## src/rtl/flag_branch_unit.sv

```systemverilog
// rtl/flag_branch_unit.sv - condition flag register, flag save stack and branch resolver
module flag_branch_unit #(
   parameter int DEPTH = 4
) (
   input  logic        clk,
   input  logic        rst_n,
   input  logic        flag_we,
   input  logic        s_in,
   input  logic        z_in,
   input  logic        c_in,
   input  logic        v_in,
   input  logic        push,
   input  logic        pop,
   input  logic        br_valid,
   output logic        br_ready,
   input  logic [2:0]  br_cond,
   input  logic [15:0] br_pc,
   input  logic [7:0]  br_disp,
   output logic        res_valid,
   input  logic        res_ready,
   output logic        res_taken,
   output logic [15:0] res_target,
   input  logic        flush,
   output logic [3:0]  flags,
   output logic        stack_empty,
   output logic        stack_full,
   output logic        stack_err
);

   // count needs to reach DEPTH itself; the entry index only spans DEPTH slots
   localparam int CW = $clog2(DEPTH + 1);
   localparam int AW = (DEPTH > 1) ? $clog2(DEPTH) : 1;
   localparam logic [CW-1:0] FULL_CNT = CW'(DEPTH);
   localparam logic [CW-1:0] ONE_CNT  = CW'(1);
   localparam logic [CW-1:0] ZERO_CNT = '0;

   // branch condition codes
   localparam logic [2:0] C_BE     = 3'b000;
   localparam logic [2:0] C_BLT    = 3'b001;
   localparam logic [2:0] C_BLE    = 3'b010;
   localparam logic [2:0] C_BNE    = 3'b011;
   localparam logic [2:0] C_ALWAYS = 3'b100;
   localparam logic [2:0] C_BC     = 3'b101;
   localparam logic [2:0] C_BNC    = 3'b110;
   localparam logic [2:0] C_NEVER  = 3'b111;

   logic [3:0]    flags_q;
   logic [3:0]    stack_mem [DEPTH];
   logic [CW-1:0] count_q;
   logic [CW-1:0] count_d;
   logic [CW-1:0] count_m1;
   logic [AW-1:0] wr_idx;
   logic [AW-1:0] rd_idx;
   logic          is_full;
   logic          is_empty;
   logic          push_only;
   logic          pop_only;
   logic          do_push;
   logic          do_pop;
   logic          err_d;
   logic          empty_q;
   logic          full_q;
   logic          err_q;

   logic          accept;
   logic [3:0]    eff_flags;
   logic          eff_s;
   logic          eff_z;
   logic          eff_c;
   logic          eff_v;
   logic          cond_true;
   logic [15:0]   pc_next;
   logic [15:0]   pc_branch;
   logic          res_valid_q;
   logic          res_taken_q;
   logic [15:0]   res_target_q;

   // stack control: push and pop together cancel out without error
   assign is_full   = (count_q == FULL_CNT);
   assign is_empty  = (count_q == ZERO_CNT);
   assign push_only = push & ~pop;
   assign pop_only  = pop & ~push;
   assign do_push   = push_only & ~is_full;
   assign do_pop    = pop_only & ~is_empty;
   assign err_d     = (push_only & is_full) | (pop_only & is_empty);
   assign count_m1  = count_q - ONE_CNT;
   assign wr_idx    = count_q[AW-1:0];
   assign rd_idx    = count_m1[AW-1:0];

   // next occupancy, used to register the empty/full status
   always_comb begin
      count_d = count_q;
      if (do_push) begin
         count_d = count_q + ONE_CNT;
      end else if (do_pop) begin
         count_d = count_m1;
      end
   end

   // stack storage holds the pre-edge flag register value
   always_ff @(posedge clk) begin
      if (do_push) begin
         stack_mem[wr_idx] <= flags_q;
      end
   end

   // flag register and stack occupancy; any pop cycle drops flag_we
   always_ff @(posedge clk or negedge rst_n) begin
      if (!rst_n) begin
         flags_q <= 4'b0000;
         count_q <= ZERO_CNT;
         empty_q <= 1'b1;
         full_q  <= 1'b0;
         err_q   <= 1'b0;
      end else begin
         if (do_pop) begin
            flags_q <= stack_mem[rd_idx];
         end else if (flag_we && !pop) begin
            flags_q <= {s_in, z_in, c_in, v_in};
         end
         count_q <= count_d;
         empty_q <= (count_d == ZERO_CNT);
         full_q  <= (count_d == FULL_CNT);
         err_q   <= err_d;
      end
   end

   // branches see ALU flags directly when they are being written, except in a pop cycle
   assign eff_flags = (flag_we && !pop) ? {s_in, z_in, c_in, v_in} : flags_q;
   assign eff_s     = eff_flags[3];
   assign eff_z     = eff_flags[2];
   assign eff_c     = eff_flags[1];
   assign eff_v     = eff_flags[0];

   // condition resolution against the effective flags
   always_comb begin
      cond_true = 1'b0;
      case (br_cond)
         C_BE:     cond_true = eff_z;
         C_BLT:    cond_true = eff_s ^ eff_v;
         C_BLE:    cond_true = eff_z | (eff_s ^ eff_v);
         C_BNE:    cond_true = ~eff_z;
         C_ALWAYS: cond_true = 1'b1;
         C_BC:     cond_true = eff_c;
         C_BNC:    cond_true = ~eff_c;
         C_NEVER:  cond_true = 1'b0;
         default:  cond_true = 1'b0;
      endcase
   end

   // both candidate targets wrap modulo 2^16
   assign pc_next   = br_pc + 16'd1;
   assign pc_branch = pc_next + {{8{br_disp[7]}}, br_disp};

   assign br_ready = ~flush & (~res_valid_q | res_ready);
   assign accept   = br_valid & br_ready;

   // result register: held while the consumer stalls, dropped on flush
   always_ff @(posedge clk or negedge rst_n) begin
      if (!rst_n) begin
         res_valid_q  <= 1'b0;
         res_taken_q  <= 1'b0;
         res_target_q <= 16'h0000;
      end else if (flush) begin
         res_valid_q <= 1'b0;
      end else if (accept) begin
         res_valid_q  <= 1'b1;
         res_taken_q  <= cond_true;
         res_target_q <= cond_true ? pc_branch : pc_next;
      end else if (res_ready) begin
         res_valid_q <= 1'b0;
      end
   end

   assign res_valid   = res_valid_q;
   assign res_taken   = res_taken_q;
   assign res_target  = res_target_q;
   assign flags       = flags_q;
   assign stack_empty = empty_q;
   assign stack_full  = full_q;
   assign stack_err   = err_q;

endmodule

```

## config.mk

```make
export PLATFORM = sky130hd
export DESIGN_NAME = flag_branch_unit
export DESIGN_NICKNAME = d
export VERILOG_FILES = /design/src/rtl/flag_branch_unit.sv
export SDC_FILE = /design/constraint.sdc
export NUM_CORES = 1
export LEC_CHECK = 0
export CAP_MARGIN = 20
export CORE_UTILIZATION = 40
export CTS_CLUSTER_SIZE = 14
export DETAILED_ROUTE_END_ITERATION = 16
export PLACE_DENSITY = 0.64
export REMOVE_ABC_BUFFERS = 1
export SETUP_SLACK_MARGIN = 0.15
export SYNTH_ARGS = -nofsm -noshare
export SYNTH_HDL_FRONTEND = slang
export SYNTH_SLANG_ARGS = --single-unit
export TNS_END_PERCENT = 30
```

## constraint.sdc

```tcl
create_clock -name clk -period 3.1 [get_ports clk]
set_input_delay 0.62 -clock clk [delete_from_list [all_inputs] [get_ports clk]]
set_output_delay 0.62 -clock clk [all_outputs]
set_load 0.01 [all_outputs]
```

==> metrics.txt, run 1 <==
combinational share of power 44.6%; post-placement cell area 4180 µm²; Syn Std Cell Area slightly above 3000 µm²; relative max-transition margin 71.9%; RSZ-0062 raised after global routing yes; final clock skew between 0.009 and 0.01 ns; drt wl/cell 14.6 µm; Final Cell Area about 4500 µm²; Pre-antenna DRT Iters 4; total power roughly 2.5 mW; Yosys top cell area share between 20% and 30%; gr usage total 20.5%; largest net degree at the start of global routing 29; ANT nets after route 0; Root Buffer clkbuf_8; Post-Route WL 7600 µm; Remaining Overflow, GRT 0; Area contributors post-synth dfrtp_1 22%, edfxtp_1 16%, ha_1 11%, mux2i_1 6.3%, xnor2_1 5.2%; sequential fraction of the synthesis area 39.0%; CTS tree done; Vias per Instance roughly 5.1; Period minus WS final 2.84 ns; element type at the critical path end register; crit share post-route about nine tenths; die height slightly below 90 µm; layout cell share with drive strength beyond 1 27.5%; setup_tns 0 ns; Area growth syn-to-layout 48.0%; CP max FO 4; Mapped Cells approximately 300; Leak between 2 and 2.5 nW; most used flip-flop cell after synthesis dfrtp_1; Syn. warnings 0; Final #Nets 487; RD Place Congestion between 0.7 and 0.8; count leader, synth nand2_1; CP Launch Type input port; Yosys top cell by area dfrtp_1; vias after detailed routing between 2000 and 3000; actual slew at the worst max-slew pin 0.422 ns; row cnt 31; core area roughly 7300 µm²; Die Wd between 80 and 90 µm; first-pass GRT wire length 12300 µm; Seq pwr share about 37%; Switch Pwr around 0.84 mW; Residual DRC 0; Sink Count 44; Iter 0 DRT Violations approximately 170; Crit path required time roughly 3.3 ns; number of port buffers 64; peak supply drop 0.312 mV; worst-skew pair later-pin latency about 0.30 ns; Clock Tree Buf Depth 2; pwr/cell area 548 nW/µm²; Max Cap Violations 0; total CTS buffers 5; Clk pwr share 18.7%; final hold vios 0; clock slew at reported path FFs 0.09 ns; Max Clk Rate about 0.35 GHz; Sw Ratio between 30% and 40%; async set or reset register ratio after synthesis 63.6%; Setup Viol. Count Final 0; Layout Utilization roughly 62%; starting density of the core approximately two fifths; n_diodes 0; vias in the first global route between 2000 and 3000; Internal 1.62 mW; Final HPWL DP roughly 5800 µm; Avg Inst Size Synth roughly 10 µm²; Tightest Hold Check Type register to register; Post-synth EDFFs 16; Arr. time, crit path 3.03 ns; most instantiated cells after synthesis 33 x nand2_1, 27 x dfrtp_1, 26 x ha_1; maximum level of the CTS H-tree 2; worst setup path class input port to register; die area approximately 7900 µm²; status completed; initial antenna violation count 0; Yosys reg bits 44; Top Ports 65; Distinct cells, synth between 40 and 50; max-slew violation count 0
-- sequential cells by signal (all words and copies together), names as in the netlist --
name,flops
stack_empty,1
res_target,16
flags,4
stack_err,1
stack_full,1
res_valid,1
stack_mem,16
res_taken,1
count_q,3
-- placed cells by master, fill, tap and decap left out, drive strengths merged, types with 4 or more instances in the layout --
cell           count
buf               64
xor2              11
nand2             33
and2               7
o21ai             24
clkdlybuf4s50     54
a21o               6
clkbuf             7
o21a               4
nor3b              4
ha                26
a21oi             11
mux4               4
dlymetal6s2s       4
and3               4
dfrtp             27
mux2i             19
xnor2             18
edfxtp            16
nand3              8
inv                6
nor2              21
-- final timing paths --
path | start | end | slack, ns | cells past startpoint
hold reg to reg | res_target[3] | res_target[3] | 0.49 | 2
setup reg to reg | count_q[0] | stack_full | 0.65 | 10
hold / removal | res_target[3] | res_target[3] | 0.49 | 2
max in group asynchronous | rst_n | stack_empty | 2.08 | 2
min in group asynchronous | rst_n | res_valid | 0.70 | 2
setup / recovery | br_pc[3] | res_target[14] | 0.26 | 14
-- logic make-up (layout without fill, tap and decap cells) --
family	after synthesis	after routing	share of synthesized area [%]
simple gates	95	95	15.7
flops	44	44	39.0
buf+inv	14	139	2.51
compound gates	65	65	13.8
fa+ha+maj	27	27	11.4
xor+xnor	29	29	8.37
mux	23	23	9.23
-- power groups by stage --
stage / clock, mW / combinational (mW) / sequential (mW)
6_report: 0.460 / 1.10 / 0.902
4_1_cts: 0.471 / 1.09 / 0.907
3_5_place_dp: 0 / 1.07 / 0.915
5_1_grt: 0.492 / 1.22 / 0.933
3_3_place_gp: 0 / 1.05 / 0.910
2_1_floorplan: 0 / 0.549 / 0.929
-- per-layer routing --
metal	up-vias	wire [µm]	track usage [%]
met5	-	0	0
met4	0	86	4.47
met3	8	296	3.60
met2	63	3910	36.8
met1	1281	3310	25.8
li1	1325	-	-
-- critical path, stage by stage --
cell and delay (ns):
buf_2 0.09, and3_4 0.18, and3_4 0.18, and2_4 0.18, nand2_4 0.05, xnor2_2 0.14, ha_1 0.34, and2_1 0.18
a311oi_2 0.24, o21ai_2 0.14, a311oi_2 0.28, o21bai_1 0.13, xnor2_1 0.19, o211ai_1 0.10
-- per-stage QoR --
step / std cells / setup WS (ns) / hold WS [ns]
global placement: 507 / -0.470 / 0.467
detailed placement: 507 / -0.611 / 0.476
finish: 521 / 0.261 / 0.494
CTS: 518 / 0.158 / 0.498
floorplan: 289 / 0.0137 / 0.324
global route: 521 / 0.0711 / 0.526
-- cell type report --
cell class	instances	area (µm²)
inverters	6	22.5
fillers	643	2800
clock buffers	5	68.8
repair buffers	125	1090
clock inverters	3	47.5
multi-input cells	239	1950
flip-flops and latches	44	1180
well taps	99	124
-- repair_timing --
item                       4_1_cts  5_1_grt
buffers inserted                 3        3
hold buffers                     0        0
setup endpoints to repair        7        7
pin swaps                       19       12
resized for setup               36       22
Power figures use the tool's default switching activity.
==> run 2: changes to the inputs <==
--- a/config.mk
+++ b/config.mk
@@ -10,7 +10,6 @@
 export CTS_CLUSTER_SIZE = 14
 export DETAILED_ROUTE_END_ITERATION = 16
 export PLACE_DENSITY = 0.64
-export REMOVE_ABC_BUFFERS = 1
 export SETUP_SLACK_MARGIN = 0.15
 export SYNTH_ARGS = -nofsm -noshare
 export SYNTH_HDL_FRONTEND = slang
==> metrics.txt, run 2 (synthesis results as in run 1) <==
status completed; Final Cell Area 4580 µm² (+2.0%); Top Ports 65 (unchanged); Residual DRC 0 (unchanged); Final HPWL DP 5910 µm (+2.1%); layout cell share with drive strength beyond 1 29.0% (+1.5 points); commonest non-fill, non-tap cell in the layout buf_4; die area 7940 µm² (unchanged); vias after detailed routing 2679 (+0.075%); first-pass GRT wire length 11800 µm (-4.7%); worst-skew pair later-pin latency 0.29 ns (about the same); Iter 0 DRT Violations 49 (-70%); Worst Setup SP br_pc[6]; Sink Count 44 (unchanged); ANT nets after route 0 (unchanged); vias in the first global route 2608 (-2.2%); Max Cap Violations 0 (unchanged); Max Clk Rate 0.347 GHz (-1.4%); peak supply drop 0.289 mV (-7.2%); starting density of the core 41.6% (unchanged); drt wl/cell 14.0 µm (-4.1%); Crit path required time 3.34 ns (+0.05 ns); actual slew at the worst max-slew pin 0.420 ns (-0.00264 ns); total CTS buffers 5 (unchanged); crit share post-route 92.9% (+1.3 points); RSZ-0062 raised after global routing no; CP max FO 4 (unchanged); end of the worst register-to-register path stack_full; CP most frequent cell and4_4; setup slack, reg-to-reg 0.65 ns (about the same); Setup Viol. Count Final 0 (unchanged); Period minus WS final 2.88 ns (+0.0408 ns); Root Buffer clkbuf_8; n_diodes 0 (unchanged); Area growth syn-to-layout 50.9%; CP delay by family, top compound AO/OA/AOI/OAI gates; gr usage total 19.4% (-1.1 points); Clock Tree Buf Depth 2 (unchanged); element type at the critical path end register; syn nets roughly 360; worst setup path class input port to register; Die Wd 89.1 µm (unchanged); initial antenna violation count 0 (unchanged); slowest stage cell, crit path clkdlybuf4s50_1; number of port buffers 64 (unchanged); worst reg-to-reg path cell count 10 (unchanged); Worst Path Buf+Inv 2 (+1); WP depth 13 (-1); hold buffers post-CTS 0 (unchanged); largest net degree at the start of global routing 30 (+3.4%); Tightest Hold Check Type register to register; slowest stage delay, CP 0.48 ns (+0.14 ns); final hold vios 0 (unchanged); relative max-transition margin 71.7% (-0.12 points); maximum level of the CTS H-tree 2 (unchanged); FF-to-FF Start count_q[0]; setup_tns 0 ns (unchanged); max-slew violation count 0 (unchanged); die height 89.1 µm (unchanged); final clock skew 0.00887 ns (-0.000182 ns); Leak 2.03 nW (+1.2%); row cnt 31 (unchanged); RD Place Congestion 0.854 (+10%); worst path cell trace clkdlybuf4s50_1 > and4_4 > and4_4 > nand2_2 > xnor2_2 > buf_4 > ha_2 > o21a_1 > o2bb2ai_2 > o31ai_2 > xor2_1 > a211o_2 > nand3_1; post-placement cell area 4270 µm² (+2.1%); WHS Path Cells 2 (unchanged); Vias per Instance 5.05 (-1.6%); Remaining Overflow, GRT 0 (unchanged); pwr/cell area 539 nW/µm² (-1.6%); core area 7290 µm² (unchanged); Pre-antenna DRT Iters 4 (unchanged); CP Launch Type input port; Arr. time, crit path 3.11 ns (+0.08 ns); Critical Path End res_target[15]; CTS tree done; Post-Route WL 7420 µm (-2.4%); clock slew at reported path FFs 0.08 ns (about the same); commonest non-fill, non-tap cells in the layout 68 x buf_4, 58 x clkdlybuf4s50_1, 30 x nand2_1, 27 x dfrtp_1, 21 x nor2_1; Final #Nets 496 (+1.8%)
[run 2: cell count changes in the layout (fill, tap and decap cells not counted), moves of 3 or more]
cell,before,now
buf_4,60,68
clkdlybuf4s50_1,54,58
dlymetal6s2s_1,4,0
buf_2,3,0
clkbuf_2,2,5
[run 2: through the flow]
stage	power [mW]	setup slack, ns	cells	utilization [%]	hold WS (ns)
2_1_floorplan	1.51	0.141	297	-	0.324
3_3_place_gp	1.99	-0.472	518	58.5	0.460
3_5_place_dp	2.02	-0.552	518	58.5	0.475
4_1_cts	2.47	0.140	527	61.1	0.495
5_1_grt	2.63	0.169	530	62.8	0.515
6_report	2.47	0.220	530	62.8	0.490
[run 2: worst register-to-register path, delay by kind of cell (launching register included)]
| family | cells | cell delay, ns |
|---|---|---|
| simple gates | 4 | 0.54 |
| flops | 1 | 0.61 |
| compound gates | 2 | 0.45 |
| buf+inv | 2 | 0.31 |
| fa+ha+maj | 2 | 0.48 |
[run 2: how the worst min path moves through the flow]
stage	from	endpoint	slack [ns]
after floorplan	rst_n	count_q[0]	0.32
after global placement	res_taken	res_taken	0.46
after detailed placement	res_target[11]	res_target[11]	0.48
after CTS	res_target[11]	res_target[11]	0.49
after global routing	res_target[1]	res_target[1]	0.52
final	res_target[11]	res_target[11]	0.49
[run 2: final cells by class]
class                           count  area (µm²)
Fill cell                         648        2710
Clock buffer                        8         121
Inverter                            6        22.5
Sequential cell                    44        1180
Multi-Input combinational cell    239        1970
Timing Repair Buffer              134        1160
Tap cell                           99         124
[run 2: metal layers]
| metal | routed length (µm) | GRT usage (%) |
|---|---|---|
| met1 | 3310 | 23.6 |
| met2 | 3710 | 35.6 |
| met3 | 285 | 3.14 |
| met4 | 109 | 5.19 |
| met5 | 0 | 0 |
[run 2: power breakdown]
group	switching [mW]	internal [mW]	leakage, nW
logic	0.500	0.616	1.48
registers	0.139	0.776	0.486
clock network	0.185	0.252	0.0627
total	0.824	1.64	2.03
[run 2: repair_timing]
action,4_1_cts,5_1_grt
endpoints found under the hold margin,0,0
setup endpoints to repair,8,6
gates resized for setup,21,30
pin swaps,9,23
setup buffers,1,3
==> run 3: changes to the inputs <==
--- a/config.mk
+++ b/config.mk
@@ -9,7 +9,7 @@
 export CORE_UTILIZATION = 40
 export CTS_CLUSTER_SIZE = 14
 export DETAILED_ROUTE_END_ITERATION = 16
-export PLACE_DENSITY = 0.64
+export PLACE_DENSITY = 0.67
 export SETUP_SLACK_MARGIN = 0.15
 export SYNTH_ARGS = -nofsm -noshare
 export SYNTH_HDL_FRONTEND = slang
==> constraint.sdc (replaced) <==
create_clock -name clk -period 2.4 [get_ports clk]
set_input_delay 0.48 -clock clk [delete_from_list [all_inputs] [get_ports clk]]
set_output_delay 0.48 -clock clk [all_outputs]
set_load 0.01 [all_outputs]
==> metrics.txt, run 3 (synthesis results as in run 1) <==
Vias per Instance 5.11 (+1.1%); number of port buffers 64 (unchanged); peak supply drop 0.326 mV (+13%); hold buffers post-CTS 0 (unchanged); Clock Tree Buf Depth 2 (unchanged); core area 7290 µm² (unchanged); total power 3.24 mW (+31%); die height 89.1 µm (unchanged); actual slew at the worst max-slew pin 0.399 ns (-0.0210 ns); Tightest Hold Check Type register to register; pwr/cell area 670 nW/µm² (+24%); CP max FO 4 (unchanged); vias after detailed routing 2739 (+2.2%); drt wl/cell 14.7 µm (+5.0%); Pre-antenna DRT Iters 4 (unchanged); Max Clk Rate around 0.39 GHz; Final WS setup -0.196 ns (-0.416 ns); Sink Count 44 (unchanged); die area 7940 µm² (unchanged); largest net degree at the start of global routing 29 (-3.3%); Layout Utilization 66.2% (+3.4 points); CTS tree done; layout cell share with drive strength beyond 1 35.2% (+6.2 points); gr usage total 20.5% (+1.1 points); row cnt 31 (unchanged); worst-skew pair later-pin latency 0.30 ns (about the same); Final #Nets 502 (+1.2%); worst setup path class input port to register; Post-Route WL 7880 µm (+6.1%); Leak 2.10 nW (+3.3%); maximum level of the CTS H-tree 2 (unchanged); Arr. time, crit path 2.81 ns (-0.30 ns); crit share post-route 108%; vias in the first global route 2736 (+4.9%); ANT nets after route 0 (unchanged); starting density of the core 41.6% (unchanged); status finished with violations; Root Buffer clkbuf_8; final hold vios 0 (unchanged); RD Place Congestion 0.866 (+1.4%); element type at the critical path end register; Top Ports 65 (unchanged); Iter 0 DRT Violations 68 (+39%); total CTS buffers 5 (unchanged); Period minus WS final 2.60 ns; Max Cap Violations 0 (unchanged); syn nets 363 (unchanged); RSZ-0062 raised after global routing yes; Crit path required time 2.62 ns (-0.72 ns); final clock skew 0.0101 ns (+0.00123 ns); first-pass GRT wire length 12500 µm (+6.4%); Final HPWL DP 5690 µm (-3.8%); relative max-transition margin 73.3% (+1.6 points); commonest non-fill, non-tap cells in the layout 72 x buf_4, 51 x clkdlybuf4s50_1, 32 x nand2_1, 27 x dfrtp_1, 20 x nor2_1; Die Wd 89.1 µm (unchanged); commonest non-fill, non-tap cell in the layout buf_4; n_diodes 0 (unchanged); clock slew at reported path FFs 0.09 ns (about the same); Remaining Overflow, GRT 0 (unchanged); initial antenna violation count 0 (unchanged); Residual DRC 0 (unchanged); max-slew violation count 0 (unchanged); Area growth syn-to-layout 59.2%; failing checks negative setup slack; pre-CTS setup slack -1.05 ns (-0.493 ns); Setup Viol. Count Final 7 (+7); CP Launch Type input port
==> run 3: worst max-delay path, stage by stage <==
cell	delay, ns
buf_6	0.07
and3_4	0.18
and3_4	0.20
and2_4	0.19
nand2_4	0.07
xnor2_4	0.16
ha_4	0.23
buf_6	0.12
a311oi_4	0.32
o21ai_4	0.14
a31oi_4	0.22
nand3_2	0.08
o2111a_1	0.15
o31ai_2	0.19
==> run 3: metrics by stage <==
step	cell area, µm²	TNS, ns	instances	hold slack [ns]
5_1_grt	4830	-1.51	536	0.504
3_5_place_dp	4320	-10.08	520	0.474
2_1_floorplan	3080	-1.70	297	0.184
3_3_place_gp	4320	-9.37	520	0.462
6_report	4830	-0.926	536	0.485
4_1_cts	4670	-0.583	535	0.496
==> run 3: path summary, 6_finish.rpt <==
path | from | end | slack, ns | cells after the start
hold reg to reg | res_target[13] | res_target[13] | 0.49 | 2
max in group asynchronous | rst_n | stack_empty | 1.52 | 2
min in group asynchronous | rst_n | stack_err | 0.55 | 2
setup / recovery | br_pc[4] | res_target[12] | -0.20 | 14
setup reg to reg | count_q[1] | stack_full | 0.46 | 9
hold / removal | res_target[13] | res_target[13] | 0.49 | 2
==> run 3: metal layers <==
layer  vias up  GRT usage [%]  wire length (µm)
met5         -              0                 0
met2        75           37.8              4040
li1       1353              -                 -
met1      1299           25.0              3390
met4         0           6.49               107
met3        12           2.49               331
==> run 3: layout make-up <==
class                   instances  area (µm²)
inverters                       6        22.5
clock buffers                   6        72.6
well taps                      99         124
clock inverters                 2        12.5
flip-flops and latches         44        1180
repair buffers                140        1230
fillers                       593        2460
multi-input cells             239        2180
==> run 3: power by group <==
group / internal (mW) / leakage [nW] / switching (mW)
Clock: 0.204 / 0.0412 / 0.271
Combinational: 0.888 / 1.57 / 0.730
Sequential: 1.00 / 0.486 / 0.144
==> run 3: repair_timing <==
item | CTS | global route
gates cloned | 0 | 0
resized for setup | 71 | 29
pin swaps | 36 | 22
hold endpoints to repair | 0 | 0
setup endpoints to repair | 16 | 18
setup buffers | 7 | 1
